<file path="src/rtl/borrow_skip_subtractor_seq.sv">
// Multi-cycle subtractor: diff = a - b - bin, one BLOCK-bit block per clock, LSB block first.
// Borrow ripples inside a block; a skip path forwards the block's borrow-in when all bit pairs match.
module borrow_skip_subtractor_seq #(
  parameter int unsigned WIDTH = 16,
  parameter int unsigned BLOCK = 4,
  localparam int unsigned NB   = WIDTH / BLOCK,
  localparam int unsigned SW   = $clog2(NB + 1),
  localparam int unsigned IW   = (NB > 1) ? $clog2(NB) : 1
) (
  input  logic             clk,
  input  logic             rst_n,
  input  logic             in_valid,
  output logic             in_ready,
  input  logic [WIDTH-1:0] a,
  input  logic [WIDTH-1:0] b,
  input  logic             bin,
  output logic             out_valid,
  input  logic             out_ready,
  output logic [WIDTH-1:0] diff,
  output logic             bout,
  output logic             zero,
  output logic             ovf,
  output logic [SW-1:0]    skips
);

  typedef enum logic [1:0] {StIdle, StRun, StDone} state_e;

  state_e           state_q, state_d;
  logic [IW-1:0]    idx_q, idx_d;
  logic [WIDTH-1:0] a_q, a_d, b_q, b_d, diff_q, diff_d;
  logic             br_q, br_d, bout_q, bout_d, zero_q, zero_d, ovf_q, ovf_d;
  logic [SW-1:0]    skips_q, skips_d;

  logic [31:0]      base;
  logic [BLOCK-1:0] blk_a, blk_b, blk_d;
  logic             ripple, blk_p, blk_bout;

  // Current block datapath
  always_comb begin
    base   = 32'(idx_q) * BLOCK;
    blk_a  = a_q[base +: BLOCK];
    blk_b  = b_q[base +: BLOCK];
    blk_d  = '0;
    ripple = br_q;
    for (int i = 0; i < int'(BLOCK); i++) begin
      blk_d[i] = blk_a[i] ^ blk_b[i] ^ ripple;
      ripple   = (~blk_a[i] & blk_b[i]) | (~(blk_a[i] ^ blk_b[i]) & ripple);
    end
    blk_p    = &(~(blk_a ^ blk_b));
    blk_bout = (blk_p & br_q) | ripple;
  end

  always_comb begin
    state_d = state_q;
    idx_d   = idx_q;
    a_d     = a_q;
    b_d     = b_q;
    br_d    = br_q;
    diff_d  = diff_q;
    bout_d  = bout_q;
    zero_d  = zero_q;
    ovf_d   = ovf_q;
    skips_d = skips_q;
    unique case (state_q)
      StIdle: begin
        if (in_valid) begin
          a_d     = a;
          b_d     = b;
          br_d    = bin;
          diff_d  = '0;
          idx_d   = '0;
          skips_d = '0;
          state_d = StRun;
        end
      end
      StRun: begin
        diff_d[base +: BLOCK] = blk_d;
        br_d = blk_bout;
        if (blk_p && br_q) skips_d = skips_q + SW'(1);
        if (idx_q == IW'(NB - 1)) begin
          bout_d  = blk_bout;
          zero_d  = ~|diff_d;
          ovf_d   = (a_q[WIDTH-1] ^ b_q[WIDTH-1]) & (a_q[WIDTH-1] ^ diff_d[WIDTH-1]);
          state_d = StDone;
        end else begin
          idx_d = idx_q + IW'(1);
        end
      end
      StDone: begin
        if (out_ready) state_d = StIdle;
      end
      default: state_d = StIdle;
    endcase
  end

  always_ff @(posedge clk or negedge rst_n) begin
    if (!rst_n) begin
      state_q <= StIdle;
      idx_q   <= '0;
      a_q     <= '0;
      b_q     <= '0;
      br_q    <= 1'b0;
      diff_q  <= '0;
      bout_q  <= 1'b0;
      zero_q  <= 1'b0;
      ovf_q   <= 1'b0;
      skips_q <= '0;
    end else begin
      state_q <= state_d;
      idx_q   <= idx_d;
      a_q     <= a_d;
      b_q     <= b_d;
      br_q    <= br_d;
      diff_q  <= diff_d;
      bout_q  <= bout_d;
      zero_q  <= zero_d;
      ovf_q   <= ovf_d;
      skips_q <= skips_d;
    end
  end

  assign in_ready  = (state_q == StIdle);
  assign out_valid = (state_q == StDone);
  assign diff      = diff_q;
  assign bout      = bout_q;
  assign zero      = zero_q;
  assign ovf       = ovf_q;
  assign skips     = skips_q;

endmodule

</file>
<file path="config.mk">
export PLATFORM = sky130hd
export DESIGN_NAME = borrow_skip_subtractor_seq
export DESIGN_NICKNAME = d
export VERILOG_FILES = /design/src/rtl/borrow_skip_subtractor_seq.sv
export SDC_FILE = /design/constraint.sdc
export NUM_CORES = 1
export LEC_CHECK = 0
export ABC_AREA = 1
export BUFFER_PORTS_ARGS = -buffer_cell sky130_fd_sc_hd__clkbuf_2
export CORE_MARGIN = 2
export CORE_UTILIZATION = 40
export DETAILED_ROUTE_END_ITERATION = 16
export PLACE_DENSITY_LB_ADDON = 0.2
export SYNTH_ARGS = -nofsm -noshare
export SYNTH_HDL_FRONTEND = slang
export SYNTH_SLANG_ARGS = --single-unit
</file>
<file path="constraint.sdc">
create_clock -name clk -period 4.1 [get_ports clk]
set_input_delay 0.82 -clock clk [delete_from_list [all_inputs] [get_ports clk]]
set_output_delay 0.82 -clock clk [all_outputs]
set_load 0.02 [all_outputs]
</file>
=== After elaboration in Yosys (flattened, before gate mapping) ===
Index checks and enable logic that the tools add are counted.

* Bits in registers: 59
* Input port bits: 37
* Output and inout port bits: 24
* Logic and storage cells: 87

* $add $sub $neg: 3
* Equal/unequal tests: 8
* Shift-type cells: 4
* Muxes and demuxes: 15
* Bitwise operators: 35
* Reductions and logical operators: 12

{| class="wikitable"
|+ Operator list
! cell !! number
|-
| 4-bit negator with 34-bit output || 1
|-
| 4-bit by 34-bit variable shift with 16-bit output, first input constant || 1
|-
| 4-bit by 34-bit variable part select with 16-bit output || 1
|-
| 16-bit one-hot mux with 2 select lines || 1
|-
| 16-bit by 5-bit variable part select with 4-bit output || 2
|-
| 16-bit bitwise mux || 1
|-
| 16-bit two-way mux || 1
|-
| 16-bit OR reduction || 1
|-
| 1-bit AND || 10
|-
| 2-bit two-way mux || 5
|-
| 1-bit bitwise XOR || 10
|-
| 3-bit AND reduction || 3
|-
| 2-bit inequality test, second input constant || 4
|-
| 1-bit NOT || 8
|-
| 3-bit two-way mux || 2
|-
| 2-bit one-hot mux with 3 select lines || 1
|-
| 3-bit one-hot mux with 2 select lines || 1
|-
| 2-bit AND reduction || 3
|-
| 1-bit bitwise OR || 5
|-
| 2-bit equality test, second input constant || 2
|-
| 4-bit NOT || 1
|-
| 2-bit one-hot mux with 2 select lines || 1
|-
| 4-bit AND reduction || 1
|-
| 4-bit bitwise XOR || 1
|-
| 10 further kinds || 10
|}

=== Longest topological paths before layout ===
Gate-level depths: netlist of run 1.

* Depth after elaboration: 14
* Depth in mapped cells: 18
* Mapped depth without buffers: 17

=== Least setup slack after synthesis of run 1 ===
OpenSTA, ideal clock, no wires.

* Path kind: register to register
* Start: reg idx_q[0]
* End: reg zero_q, in the netlist zero
* Library setup time: 0.116 ns
* Data arrival time: 3.189 ns
* Data required time: 3.984 ns
* Slack: 0.795 ns
* Cell stages (with the launch flop): 19
* Buffers on the path: 1
* Period minus slack after synthesis: 3.305 ns
* Path through: dfrtp_1 inv_1 clkbuf_1 o21ai_0 o22ai_1 fa_1 inv_1 fa_1 fa_1 inv_1 fa_1 nor2_1 nand2_1 o21ai_0 nor2_1 nand2_1 nor2_1 nand2_1 nand2_1

* Cells in the longest elaborated chain, start to end: 14
* Elaborated cells on any way between the ends: 33
* Those cells by class: add/sub (1); eq/ne (1); shift (4); mux (1); bitwise (23); reduce/logical (3)

{| class="wikitable"
|+ RTL lines
! item !! line !! source
|-
| from (decl) || 29 || <nowiki>logic [IW-1:0] idx_q, idx_d;</nowiki>
|-
| from (signal assigned) || 110 || <nowiki>idx_q <= idx_d;</nowiki>
|-
| 16-bit by 5-bit variable part select with 4-bit output (on tied branches) || 41, 42 ||
|-
| 1-bit bitwise XOR || 46, 47 ||
|-
| 1-bit NOT || 47 || <nowiki>ripple = (~blk_a[i] & blk_b[i]) | (~(blk_a[i] ^ blk_b[i]) & ripple);</nowiki>
|-
| 1-bit AND || 47 ||
|-
| 1-bit bitwise OR || 47 ||
|-
| 1-bit AND || 47 ||
|-
| 1-bit bitwise OR || 47 ||
|-
| 1-bit AND || 47 ||
|-
| 1-bit bitwise OR || 47 ||
|-
| 1-bit bitwise XOR || 46 || <nowiki>blk_d[i] = blk_a[i] ^ blk_b[i] ^ ripple;</nowiki>
|-
| 4-bit by 34-bit variable part select with 16-bit output || 77 || <nowiki>diff_d[base +: BLOCK] = blk_d;</nowiki>
|-
| 16-bit bitwise mux || 77 ||
|-
| 16-bit OR reduction || 82 || <nowiki>zero_d = ~|diff_d;</nowiki>
|-
| 1-bit logical NOT || 82 ||
|-
| to (signal assigned) || 116 || <nowiki>zero_q <= zero_d;</nowiki>
|-
| to (decl) || 31 || <nowiki>logic br_q, br_d, bout_q, bout_d, zero_q, zero_d, ovf_q, ovf_d;</nowiki>
|}

Several ways; a longest one is shown, not always the timed one.
A chain may end at the register's enable or synchronous reset.

=== Worst setup path after layout of run 1 ===
* Start: reg idx_q[1]
* End: reg zero_q, in the netlist zero

The elaborated chain is that of the path after synthesis.

==> results of run 1 <==
==> cell usage in the layout, fill, tap and decap left out, types with 2 or more instances in the layout <==
master / n
sky130_fd_sc_hd__a21oi_1: 11
sky130_fd_sc_hd__clkbuf_8: 9
sky130_fd_sc_hd__nor2_1: 27
sky130_fd_sc_hd__o22ai_1: 6
sky130_fd_sc_hd__nand3_1: 28
sky130_fd_sc_hd__bufinv_16: 2
sky130_fd_sc_hd__fa_1: 4
sky130_fd_sc_hd__nand2_1: 96
sky130_fd_sc_hd__mux2_4: 28
sky130_fd_sc_hd__clkbuf_1: 2
sky130_fd_sc_hd__clkinv_2: 3
sky130_fd_sc_hd__o31ai_1: 2
sky130_fd_sc_hd__clkbuf_2: 60
sky130_fd_sc_hd__a32oi_1: 4
sky130_fd_sc_hd__mux2_2: 2
sky130_fd_sc_hd__ha_1: 11
sky130_fd_sc_hd__buf_4: 3
sky130_fd_sc_hd__dfrtp_1: 59
sky130_fd_sc_hd__inv_1: 26
sky130_fd_sc_hd__nand2_2: 3
sky130_fd_sc_hd__o21ai_0: 17
==> cell usage after synthesis, types with 2 or more instances <==
master	instances	area share
sky130_fd_sc_hd__nand2_2	3	0.0058
sky130_fd_sc_hd__nor2_1	27	0.031
sky130_fd_sc_hd__o21ai_0	17	0.026
sky130_fd_sc_hd__fa_1	4	0.025
sky130_fd_sc_hd__nand3_1	28	0.043
sky130_fd_sc_hd__mux2_2	2	0.0070
sky130_fd_sc_hd__a32oi_1	4	0.011
sky130_fd_sc_hd__buf_4	3	0.0070
sky130_fd_sc_hd__nand2_1	96	0.11
sky130_fd_sc_hd__buf_2	6	0.0093
sky130_fd_sc_hd__a21oi_1	11	0.017
sky130_fd_sc_hd__inv_1	26	0.030
sky130_fd_sc_hd__buf_6	3	0.010
sky130_fd_sc_hd__o31ai_1	2	0.0047
sky130_fd_sc_hd__dfrtp_1	59	0.46
sky130_fd_sc_hd__o22ai_1	6	0.012
sky130_fd_sc_hd__ha_1	11	0.043
sky130_fd_sc_hd__mux2_4	28	0.13
==> logic make-up after synthesis <==
group	share of synthesized area
mux	0.137
fa+ha+maj	0.0676
compound gates	0.0753
simple gates	0.202
flops	0.458
buf+inv	0.0598
==> final timing paths <==
kind | from | endpoint | cells after the start
worst max register to register | idx_q[1] | zero | 17
worst min register to register | bout | bout | 2
worst min-delay path | bout | bout | 2
min in group asynchronous | rst_n | diff[4] | 1
max in group asynchronous | rst_n | b_q[4] | 2
worst max-delay path | idx_q[1] | zero | 17
==> registers in the layout, summed over array words and instances, names as in the netlist <==
| signal | cells |
|---|---|
| a_q | 16 |
| b_q | 16 |
| bout | 1 |
| br_q | 1 |
| diff | 16 |
| idx_q | 2 |
| ovf | 1 |
| skips | 3 |
| state_q | 2 |
| zero | 1 |
==> per-stage QoR <==
| step | hold slack (ns) | power, uW | area, sq um | std cells | utilization |
|---|---|---|---|---|---|
| global route | 0.530 | 3890 | 3790 | 511 | 0.488 |
| CTS | 0.496 | 3580 | 3790 | 511 | 0.488 |
| floorplan | 0.476 | 2500 | 3220 | 343 | - |
| finish | 0.489 | 3560 | 3790 | 511 | 0.488 |
| global placement | 0.480 | 2970 | 3580 | 495 | 0.461 |
| detailed placement | 0.478 | 3000 | 3580 | 495 | 0.461 |
==> worst register-to-register path, stage by stage (launching register included) <==
cell                      delay (ns)
sky130_fd_sc_hd__dfrtp_1        0.45
sky130_fd_sc_hd__inv_1          0.42
sky130_fd_sc_hd__o21ai_0        0.17
sky130_fd_sc_hd__o22ai_1        0.24
sky130_fd_sc_hd__fa_1           0.23
sky130_fd_sc_hd__inv_1          0.05
sky130_fd_sc_hd__fa_1           0.38
sky130_fd_sc_hd__fa_1           0.38
sky130_fd_sc_hd__inv_1          0.08
sky130_fd_sc_hd__fa_1           0.44
sky130_fd_sc_hd__nor2_1         0.15
sky130_fd_sc_hd__nand2_1        0.11
sky130_fd_sc_hd__o21ai_0        0.22
sky130_fd_sc_hd__nor2_1         0.07
sky130_fd_sc_hd__nand2_1        0.06
sky130_fd_sc_hd__nor2_1         0.04
sky130_fd_sc_hd__nand2_1        0.05
sky130_fd_sc_hd__nand2_1        0.05
==> routing by layer <==
metal | GRT usage | share of wire | wire [microns]
met1 | 0.232 | 0.47 | 3300
met2 | 0.290 | 0.47 | 3320
met3 | 0.0474 | 0.048 | 340
met4 | 0.0652 | 0.019 | 136
met5 | 0 | 0 | 0
==> power breakdown <==
part / internal [uW] / switching [uW]
clock network: 340 / 232
registers: 853 / 202
logic: 783 / 1150
total: 1980 / 1580
==> area by class of cell <==
type	count	area, sq um
fillers	788	3980
multi-input cells	244	1550
flip-flops and latches	59	1480
repair buffers	63	323
clock buffers	11	131
well taps	102	128
inverters	27	103
clock inverters	5	77.6
==> flow_results.org, run 1 <==
** GRT
- The first global-routing pass estimated 12.3 mm of wire.
- Pin count of the biggest net entering global routing :: 53
- The number of global-route vias before repair was 2,551.
- Across every metal layer, demand over resource in global routing totals 0.179.
- Global routing finished with a remaining overflow of 0.
- Number of antenna violations at the first check in global routing :: 0

** Clock tree
- TritonCTS buffer count :: 9
- Post-CTS Setup Inserts :: 0
- CTS tree :: yes
- CTS root buf :: sky130_fd_sc_hd__clkbuf_8
- Number of hold buffers added after cts :: 0
- Maximum clock insertion buffer count :: 2
- CTS sink count :: 59
- Clock insertion delay at the later pin of the skew report :: 0.34 ns
- Deepest level of the CTS H-tree :: 3
- Clock edge transition at the registers on the reported setup and hold paths :: 0.07 ns
- Once the clock tree was built, the resizer swapped 0 gates to a different size.

** Logic synthesis
- The cell area that synthesis handed to floorplanning was 0.00322 sq mm.
- Primary FF master, synth :: sky130_fd_sc_hd__dfrtp_1
- Synthesis instantiated 25 different standard cells from the library.
- Register bit count reported by yosys :: 59
- Number of standard cells after synthesis :: 343
- Each instance of the synthesized netlist takes up on average 9.39 sq um.
- Synth warn :: 0
- Synthesis produced a netlist with a net count of 395.
- Post-synthesis async set-or-reset flop share :: 1.00
- Register area share after synthesis :: 0.458
- EDFF count, synth :: 0

** Power
- IR analysis of the VDD net gives a maximum drop of 0.000357 V.
- Summed over all cells, the static leakage comes to 0.00205 uW.
- Pwr dens :: 939 mW/mm^2

** STA
- Setup violations remaining at the end of the flow were counted as 0.
- For this run, the top clock speed supported by timing is 272 MHz.
- Of the available clock period, the critical path in the final layout requires 0.897.
- Setup repair after global routing missed its margin :: false
- Post-route clock skew :: 0.0114 ns
- Counting I/O delays and the setup requirement, the final critical path takes 3.68 ns.
- Summed over all failing endpoints, the final setup total negative slack is 0 ns.
- The worst path meets setup with 0.422 ns of slack.
- At the pin with the least slew margin, the transition time is 0.940 ns.
- Fin. Hold Viols :: 0
- Relative slew slack :: 0.373
- The max-slew violation total from the final report came to 0.

** Worst setup path
- The critical path goes through inv_1 -> o21ai_0 -> o22ai_1 -> fa_1 -> inv_1 -> fa_1 -> fa_1 -> inv_1 -> fa_1 -> nor2_1 -> nand2_1 -> o21ai_0 -> nor2_1 -> nand2_1 -> nor2_1 -> nand2_1 -> nand2_1.
- Buf+Inv Stages, Crit Path :: 3
- Of all nets on the critical path, the largest fanout is 17.
- Category of the worst setup path capture point :: flip-flop
- Arrival time worst endpoint :: 3.92 ns
- Worst setup SP type :: flip-flop
- For this design, the slowest cell found on the critical path is sky130_fd_sc_hd__dfrtp_1.
- Data on the critical path is required at its endpoint by 4.34 ns.
- The critical path is of the reg -> reg type.
- Worst path max stage delay :: 0.45 ns
- R2R setup slack :: 0.42 ns
- Family of cells with the greatest summed delay on the critical path :: adder cells

** Routing
- Drt total wl :: 7.10 mm
- In the final routed layout, each cell accounts on average for 13.9 microns.
- For this run, the detailed router's first-pass iteration total came to 4.
- Number of remaining DRC errors :: 0
- Initial DRC Count :: 128
- Via/cell ratio :: 4.93
- Via count of the routed design :: 2,518
- Antenna viol nets, final :: 0

** Cells and area
- NumNets Final :: 456
- Number of antenna repair diodes :: 0
- The area growth from synthesis to layout is 17.7%.
- Of the cells placed in the final design, the portion with a size suffix greater than 1 is 0.276.

** Die
- The die is 93.7 microns tall.
- Starting density of the core :: 0.415
- Top-level I/O count :: 61
- DIE WIDTH :: 93.7 microns
- After floorplanning, the core was divided into 32 placement rows.
- Die footprint :: 0.00879 sq mm
- After floorplanning, the core was sized to cover 0.00777 sq mm.

** Run
- Number of max-capacitance violations reported :: 0

** Status
- Outcome :: completed

** Placement
- At the end of routability-driven placement, the weighted congestion stood at 0.895.
- Count of buffers inserted at the top-level ports :: 60
- Timing analysis after detailed placement gives a worst setup slack of 0.468 ns.
- Detailed placement HPWL :: 5.28 mm

** Min path
- Min-delay worst type :: reg -> reg
Power figures use the tool's default switching activity.
==> inputs of run 2 (changes only) <==
--- a/config.mk
+++ b/config.mk
@@ -9,6 +9,7 @@
 export BUFFER_PORTS_ARGS = -buffer_cell sky130_fd_sc_hd__clkbuf_2
 export CORE_MARGIN = 2
 export CORE_UTILIZATION = 40
+export CTS_BUF_LIST = sky130_fd_sc_hd__clkbuf_16
 export DETAILED_ROUTE_END_ITERATION = 16
 export PLACE_DENSITY_LB_ADDON = 0.2
 export SYNTH_ARGS = -nofsm -noshare
==> constraint.sdc (replaced) <==
create_clock -name clk -period 3.05 [get_ports clk]
set_input_delay 0.61 -clock clk [delete_from_list [all_inputs] [get_ports clk]]
set_output_delay 0.61 -clock clk [all_outputs]
set_load 0.02 [all_outputs]
==> flow_results.org, run 2 (synthesized netlist as in run 1, its figures left out) <==
** STA
- Final-report max-slew violation count :: 0
- Fin. Hold Viols :: 0
- Relative slew slack :: 0.467
- For the pin with the worst max-slew slack, the measured transition is 0.800 ns.
- Post-route clock skew :: 0.00545 ns
- The tightest hold path in the finished design has a slack of 0.362 ns.
- Maximum achievable frequency :: 327 MHz
- The smallest clock period supported by the final layout is computed as 3.06 ns.
- Of the available clock period, the critical path in the final layout requires 1.00.
- In the post-route analysis, the smallest setup slack over all paths is -0.0109 ns.
- Setup repair after global routing could not meet its margin everywhere.
- Setup violations remaining at the end of the flow were counted as 1.
- After routing, the total negative slack on setup checks comes to -0.0109 ns.

** Routing
- Drt total wl :: 7.24 mm
- The first TritonRoute pass finished after 5 iterations.
- For this run, design rule violations remaining after detail routing come to 0.
- Via count of the routed design :: 2,633
- In the routed layout, each cell is associated on average with a via count of 4.96.
- After detailed routing, the average wire length per cell comes to 13.6 microns.
- The detailed router finished its first iteration with 133 violations.
- Once detail routing completed, the nets flagged for antenna violations numbered 0.

** GRT
- Global routing finished with a remaining overflow of 0.
- Vias in the first global route :: 2,580
- In the global route stage, overall resource usage came out at 0.179.
- Pin count of the biggest net entering global routing :: 53
- The number of antenna violations at the first check in global routing came to 0.
- The first global-routing pass estimated 12.0 mm of wire.

** Cells and area
- Layout filler cell count :: 728
- Of the cells placed in the final design, the portion with a size suffix greater than 1 is 0.359.
- The repair_antennas step left the layout with diodes totalling 0.
- Leaving out fill and tap cells, the most frequent cell in the layout is sky130_fd_sc_hd__nand2_1.
- Highest-count cells in the layout ignoring fill and taps :: sky130_fd_sc_hd__nand2_1 (93), sky130_fd_sc_hd__clkbuf_2 (60), sky130_fd_sc_hd__dfrtp_1 (58)
- NumNets Final :: 476
- The area growth from synthesis to layout is 28.6%.

** Status
- The final reports fail on negative setup slack.
- The run finished, with violations left.

** Power
- Lkg Pwr :: 0.00221 uW
- For this design the total switching power over the nets is 2290 uW.
- The internal power of the cells totals 3280 uW.
- Switching Share :: 0.411
- Flop pwr share :: 0.256
- Of the total power, the clock network draws 0.207.
- Pwr dens :: 1340 mW/mm^2
- Peak supply drop :: 0.000573 V
- Portion of total power attributed to combinational logic :: 0.537

** Die
- The initial utilization of the core area, before any placement, comes to 0.415.
- Area of the core region :: 0.00777 sq mm
- The initialized floorplan defines 32 standard-cell rows.
- The floorplan step defined a die boundary enclosing 0.00879 sq mm.
- Vertical die dimension :: 93.7 microns
- Top-level I/O count :: 61
- DIE WIDTH :: 93.7 microns

** Clock tree
- Maximum clock insertion buffer count :: 2
- The clock reaches the later pin of the worst-skew pair after 0.33 ns.
- For this design, the CTS-stage hold fixing added 0 buffers.
- CTS root buf :: sky130_fd_sc_hd__clkbuf_16
- CTS tree :: yes
- The number of clock buffers added by TritonCTS is 9.
- In this run the number of H-tree levels came out at 3.
- Clock edge transition at the registers on the reported setup and hold paths :: 0.05 ns
- For this design, the sink count on the clock tree is 59.

** Worst setup path
- Critical Setup Path Class :: reg -> reg
- WP data required :: 3.27 ns
- The worst setup path is captured at a flip-flop.
- Along the worst path, the maximum fanout reaches 5.
- Arrival time worst endpoint :: 3.28 ns
- Worst setup SP type :: flip-flop

** Placement
- Count of buffers inserted at the top-level ports :: 60
- Prior to clock tree synthesis, the placed netlist has a worst setup slack of -0.121 ns.
- Weighted congestion reported at the end of routability-driven placement :: 0.923
- After legalization and detailed placement, the total HPWL measured 5.31 mm.

** Run
- Across the run, the number of max-cap violations was 0.

** Min path
- In this run the worst hold path is classified as in -> async.
run 2: cell types whose count changed in the layout (fill, tap and decap cells not counted), sizes merged:
cell | previous run | this run
clkinvlp | 1 | 2
buf | 3 | 23
clkbuf | 71 | 69
bufinv | 2 | 3
clkinv | 3 | 2
inv | 26 | 27
run 2: final timing paths:
kind	start	endpoint	slack, ns	cells after the start
hold reg to reg	bout	bout	0.48	2
max in group asynchronous	rst_n	idx_q[0]	2.05	2
hold / removal	rst_n	diff[10]	0.36	1
min in group clk	out_ready	state_q[1]	0.47	2
setup reg to reg	idx_q[0]	zero	-0.01	18
setup / recovery	idx_q[0]	zero	-0.01	18
run 2: power by group through the flow:
stage / Combinational (uW) / Clock [uW] / Sequential (uW)
after floorplan: 1980 / 0 / 1490
after global placement: 2830 / 0 / 1420
after detailed placement: 2860 / 0 / 1430
after CTS: 2930 / 1170 / 1420
after global routing: 3330 / 1210 / 1470
final: 2990 / 1150 / 1430
run 2: worst max-delay path, stage by stage, from the launching register on:
cell	delay, ns
sky130_fd_sc_hd__dfrtp_2	0.44
sky130_fd_sc_hd__buf_6	0.14
sky130_fd_sc_hd__a21oi_2	0.11
sky130_fd_sc_hd__a32o_2	0.17
sky130_fd_sc_hd__fa_2	0.20
sky130_fd_sc_hd__inv_2	0.04
sky130_fd_sc_hd__fa_2	0.37
sky130_fd_sc_hd__fa_2	0.34
sky130_fd_sc_hd__inv_2	0.06
sky130_fd_sc_hd__fa_1	0.41
sky130_fd_sc_hd__nor2_2	0.16
sky130_fd_sc_hd__buf_4	0.13
sky130_fd_sc_hd__nand2_2	0.05
sky130_fd_sc_hd__nand2_2	0.08
sky130_fd_sc_hd__nor2_2	0.04
sky130_fd_sc_hd__nand2_1	0.07
sky130_fd_sc_hd__nor2_1	0.04
sky130_fd_sc_hd__nand2_1	0.06
sky130_fd_sc_hd__nand2_1	0.04
run 2: final cells by class:
class / count / area [sq um] / area share
clock inverter: 7 / 118 / 0.0284
multi-input combinational: 244 / 1600 / 0.385
sequential: 59 / 1480 / 0.357
clock buffer: 9 / 225 / 0.0544
timing repair buffer: 83 / 493 / 0.119
tap: 102 / 128 / 0.0308
inverter: 27 / 105 / 0.0254
run 2: stage by stage:
stage,util,area [sq um],std cells,power (uW)
after floorplan,-,3260,343,3460
after global placement,0.480,3730,510,4250
after detailed placement,0.480,3730,510,4290
after CTS,0.530,4120,530,5530
after global routing,0.533,4140,531,6010
final,0.533,4140,531,5570
run 2: timing repair:
| action | CTS | global route |
|---|---|---|
| resized for setup | 7 | 8 |
| setup buffers | 4 | 1 |
| endpoints found under the setup margin | 5 | 5 |
| pin swaps | 11 | 7 |
run 2: metal layers:
layer / track usage / up-vias / routed length (microns)
li1: - / 1299 / -
met1: 0.219 / 1250 / 3170
met2: 0.295 / 74 / 3510
met3: 0.0578 / 10 / 427
met4: 0.0640 / 0 / 133
met5: 0 / - / 0
